File: src/rtl/gray_counter_conv.sv
// gray_counter_conv: loadable up/down counter that keeps registered binary and
// Gray copies of its count, plus a valid-tagged, one-cycle binary<->Gray
// conversion channel.
// Build option: define GRAY_COUNTER_DECODE_EN to build the Gray->binary
// decoder and honour conv_mode. Without it the channel is encode-only and
// conv_mode has no effect.
module gray_counter_conv #(
  parameter int WIDTH = 4,
  parameter int INIT  = 0
) (
  input  logic             clk,
  input  logic             rst_n,
  input  logic             en,
  input  logic             up,
  input  logic             load,
  input  logic [WIDTH-1:0] load_bin,
  output logic [WIDTH-1:0] bin_out,
  output logic [WIDTH-1:0] gray_out,
  output logic             wrap,
  input  logic             conv_valid_in,
  input  logic             conv_mode,
  input  logic [WIDTH-1:0] conv_din,
  output logic             conv_valid_out,
  output logic [WIDTH-1:0] conv_dout
);

  localparam logic [WIDTH-1:0] INIT_BIN = WIDTH'(INIT);
  localparam logic [WIDTH-1:0] ALL_ONES = {WIDTH{1'b1}};
  localparam logic [WIDTH-1:0] ONE      = WIDTH'(1);

  function automatic logic [WIDTH-1:0] bin2gray(input logic [WIDTH-1:0] b);
    return b ^ (b >> 1);
  endfunction

`ifdef GRAY_COUNTER_DECODE_EN
  // Prefix-XOR from the MSB down: each binary bit is the parity of all Gray
  // bits at or above it.
  function automatic logic [WIDTH-1:0] gray2bin(input logic [WIDTH-1:0] g);
    logic [WIDTH-1:0] b;
    b[WIDTH-1] = g[WIDTH-1];
    for (int i = WIDTH - 2; i >= 0; i--) begin
      b[i] = b[i+1] ^ g[i];
    end
    return b;
  endfunction
`endif

  logic [WIDTH-1:0] bin_p1;
  logic [WIDTH-1:0] gray_p1;
  logic             wrap_p1;
  logic [WIDTH-1:0] bin_nxt;
  logic             wrap_nxt;
  logic             vld_p1;
  logic [WIDTH-1:0] conv_p1;
  logic [WIDTH-1:0] conv_res;

  // Counter next state: load beats count, count beats hold; wrap flags the
  // single step that crosses the all-ones/zero boundary.
  always_comb begin
    bin_nxt  = bin_p1;
    wrap_nxt = 1'b0;
    if (load) begin
      bin_nxt = load_bin;
    end else if (en) begin
      if (up) begin
        bin_nxt  = bin_p1 + ONE;
        wrap_nxt = (bin_p1 == ALL_ONES);
      end else begin
        bin_nxt  = bin_p1 - ONE;
        wrap_nxt = (bin_p1 == '0);
      end
    end
  end

  // Stage p1: counter registers. Gray is registered from the next binary
  // value so both outputs change on the same edge with no output glitch.
  always_ff @(posedge clk) begin
    if (!rst_n) begin
      bin_p1  <= INIT_BIN;
      gray_p1 <= bin2gray(INIT_BIN);
      wrap_p1 <= 1'b0;
    end else begin
      bin_p1  <= bin_nxt;
      gray_p1 <= bin2gray(bin_nxt);
      wrap_p1 <= wrap_nxt;
    end
  end

`ifdef GRAY_COUNTER_DECODE_EN
  // Conversion datapath: direction chosen per request.
  always_comb begin
    conv_res = bin2gray(conv_din);
    if (conv_mode) begin
      conv_res = gray2bin(conv_din);
    end
  end
`else
  // Encode-only datapath; conv_mode is kept on the port list but unused.
  logic conv_mode_unused;
  assign conv_mode_unused = conv_mode;

  // Conversion datapath: always binary->Gray.
  always_comb begin
    conv_res = bin2gray(conv_din);
  end
`endif

  // Stage p1: conversion result; data holds when no request arrives, and a
  // reset drops anything in flight.
  always_ff @(posedge clk) begin
    if (!rst_n) begin
      vld_p1  <= 1'b0;
      conv_p1 <= '0;
    end else begin
      vld_p1 <= conv_valid_in;
      if (conv_valid_in) begin
        conv_p1 <= conv_res;
      end
    end
  end

  assign bin_out        = bin_p1;
  assign gray_out       = gray_p1;
  assign wrap           = wrap_p1;
  assign conv_valid_out = vld_p1;
  assign conv_dout      = conv_p1;

endmodule
File: config.mk
export PLATFORM = sky130hd
export DESIGN_NAME = gray_counter_conv
export DESIGN_NICKNAME = d
export VERILOG_FILES = /design/src/rtl/gray_counter_conv.sv
export SDC_FILE = /design/constraint.sdc
export NUM_CORES = 1
export LEC_CHECK = 0
export CAP_MARGIN = 10
export CELL_PAD_IN_SITES_DETAIL_PLACEMENT = 1
export CELL_PAD_IN_SITES_GLOBAL_PLACEMENT = 1
export CORE_MARGIN = 4
export CORE_UTILIZATION = 26
export DETAILED_ROUTE_END_ITERATION = 16
export GPL_TIMING_DRIVEN = 0
export HOLD_SLACK_MARGIN = 0.12
export PLACE_DENSITY_LB_ADDON = 0.1
export SLEW_MARGIN = 20
export SYNTH_ARGS = -nofsm -noshare
export SYNTH_HDL_FRONTEND = slang
export SYNTH_SLANG_ARGS = --single-unit
File: constraint.sdc
create_clock -name clk -period 1.7 [get_ports clk]
set_input_delay 0.34 -clock clk [delete_from_list [all_inputs] [get_ports clk]]
set_output_delay 0.34 -clock clk [all_outputs]
set_load 0.01 [all_outputs]
==> flow_summary_export.csv <==
group,metric,value,unit
logic_synthesis,synth_area_per_cell,9.50,sq um
global_route,antenna_found_initial,0,
run,max-cap-violations,0,
setup_path,r2r_cells,5,
power_and_ir_drop,power.net_switching,223,uW
die,die_h,58.9,microns
power_and_ir_drop,power_frac_comb,33.6,%
sta,finalHoldViolCount,0,
sta,slew_viol_final,0,
logic_synthesis,ys_warn_count,0,
setup_path,cp-endpoint,"gray_out[1]",
power_and_ir_drop,internal_power,582,uW
setup_path,crit_start,"bin_out[0]",
sta,rsz0062_at_grt,"true",
setup_path,cp_max_fo,5,
setup_path,rrSetupSlack,0.05,ns
finish,drive_gt1_share,23.6,%
setup_path,path_depth,5,
clock_tree,clkLatencyLatePin,0.27,ns
routing,num_vias,646,
setup_path,path_class,"flop to flop",
global_route,grt_max_degree,11,
die,die-area,3470,sq um
sta,fmax,606,MHz
logic_synthesis,syn_area,674,sq um
setup_path,timing.rr.start,"bin_out[0]",
logic_synthesis,synth_sequential_area_ratio,38.6,%
outcome,outcome,"complete, no violations",
logic_synthesis,synth_edf_count,0,
logic_synthesis,ys_ff_latch,13,
setup_path,crit_arrival,1.85,ns
sta,period_needed,1.65,ns
sta,relSlewSlack,76.5,%
global_route,grt_pass1_vias,619,
sta,setup_tns,0,ns
routing,post-route-drc-count,0,
setup_path,crit_family,"adder cells",
clock_tree,cts_buffers,3,
global_route,overflow,0,
logic_synthesis,ys_types,34,
finish,diodes,0,
setup_path,crit_path_cell_trace,"fa_2 > mux2_4 > mux2i_4 > or3_1 > a21oi_1",
clock_tree,clk_pin_slew_worst_paths,0.07,ns
min_path,hold_path.class,"primary input to flop",
finish,finalCoreUtilization,43.5,%
power_and_ir_drop,power_density,747,nW/um^2
setup_path,worstSetupStartpointType,"flop",
power_and_ir_drop,switching_share,27.7,%
die,coreArea,2480,sq um
routing,drtPass1Iterations,4,
global_route,grt_usage,11.3,%
power_and_ir_drop,ir_drop,614,uV
die,io_pins,29,
sta,tightest_slew,0.353,ns
sta,setup_violations,0,
place,hpwl,1.29,mm
setup_path,cpPeakStageDelay,0.53,ns
routing,via_per_inst,4.75,
sta,finalCritPeriodShare,97.1,%
power_and_ir_drop,cellLeakagePower,0.000424,uW
logic_synthesis,async_flop_share,0,%
clock_tree,cts_buffer_depth,2,
die,die_w,58.9,microns
finish,area_growth,59.7,%
power_and_ir_drop,pwr-share-seq,43.6,%
clock_tree,clock_sinks,13,
die,start_util,27.2,%
clock_tree,htreeDepth,1,
die,num_rows,18,
logic_synthesis,synthCells,71,
routing,first_iter_violations,8,
finish,layout.nets,125,
place,place_congestion,0.689,
setup_path,cpMaxStageDelayCell,"fa_2",
logic_synthesis,synth_ff_type,"dfxtp_1",
sta,clock-skew-final,0.00237,ns
routing,wl_per_cell,13.0,microns
setup_path,required,1.90,ns
logic_synthesis,syn-num-nets,89,
setup_path,critPathBufInv,0,
setup_path,endpoint_kind,"flop",
setup_path,r2r-end,"gray_out[1]",
place,portBuffers,25,
clock_tree,cts_root_buffer,"clkbuf_4",
routing,wl,1.77,mm
routing,ant_nets,0,
global_route,grt_pass1_wl,2.87,mm
power_and_ir_drop,clockPowerShare,22.8,%
clock_tree,tritoncts,"yes",
-- power groups by stage --
stage / clock [uW] / combinational [uW] / sequential (uW)
2_1_floorplan: 0 / 111 / 372
3_3_place_gp: 0 / 230 / 362
3_5_place_dp: 0 / 234 / 362
4_1_cts: 193 / 252 / 353
5_1_grt: 215 / 297 / 357
6_report: 183 / 271 / 351
-- cell type report --
class | count | area (sq um)
plain buffers | 4 | 23.8
clock buffers | 4 | 26.3
fillers | 304 | 1400
inverters | 2 | 7.51
multi-input cells | 52 | 420
flip-flops and latches | 13 | 273
well taps | 30 | 37.5
repair buffers | 31 | 289
-- metrics by stage --
stage / hold WS, ns / cells / cell area, sq um / setup WS, ns / total power (uW)
after floorplan: 0.465 / 71 / 681 / -0.0205 / 483
after global placement: 0.475 / 126 / 968 / -0.712 / 592
after detailed placement: 0.483 / 126 / 968 / -0.797 / 597
after CTS: 0.351 / 132 / 1030 / -0.0194 / 799
after global routing: 0.376 / 136 / 1080 / -0.0161 / 868
final: 0.362 / 136 / 1080 / 0.0487 / 805
-- Yosys cell counts (all sizes together), types with 2 or more instances --
master,n,area (sq um)
a211oi,4,30.0
a21oi,3,15.0
and2,2,12.5
buf,2,15.0
clkbuf,2,7.51
dfxtp,13,260
ha,2,25.0
mux2,2,26.3
mux2i,3,30.0
nand3,2,15.0
nor2,10,37.5
nor3,2,10.0
xnor2,5,43.8
-- placed cells by master (no fill, tap or decap), drive strengths merged, types with 2 or more instances in the layout --
cell type	synthesis	final
clkdlybuf4s50	0	23
and2	2	2
mux2i	3	3
dfxtp	13	13
buf	2	9
nor2	10	10
ha	2	2
a21oi	3	3
mux2	2	2
nand3	2	2
xnor2	5	5
clkbuf	2	6
a211oi	4	4
nor3	2	2
-- state kept, by name (all words and copies together), names as in the netlist --
name	count
conv_dout	4
bin_out	4
wrap	1
conv_valid_out	1
gray_out	3
-- how the worst min path moves through the flow --
stage                       from            to  depth (start not counted)
floorplan                  rst_n          wrap                          2
global placement    conv_dout[2]  conv_dout[2]                          2
detailed placement  conv_dout[2]  conv_dout[2]                          2
CTS                           en          wrap                          3
global route                  en          wrap                          3
finish                        en          wrap                          3
-- worst min-delay path: stages --
cell and delay [ns]:
buf_4 0.15, nand2_1 0.06, nor3_1 0.04
-- routing by layer --
metal	vias to the layer above	track usage, %	routed length, microns
li1	326	-	-
met1	302	14.3	782
met3	2	5.04	132
met5	-	0	0
met4	0	2.91	13
met2	16	17.4	844
-- cells by family after synthesis --
family	share of synthesized area, %
multiplexers	8.35
flip-flops	38.6
adder cells (fa/ha/maj)	6.68
buffers and inverters	4.45
AO/OA/AOI/OAI	14.5
XOR/XNOR	7.79
AND/OR/NAND/NOR	19.7
-- repair_timing --
action                     in CTS  in global routing
buffers inserted                2                  4
pin swaps                       2                  3
resized for setup              11                  8
setup endpoints to repair       8                  3
hold endpoints to repair        0                  0
hold buffers                    0                  0
Power figures use the tool's default switching activity.
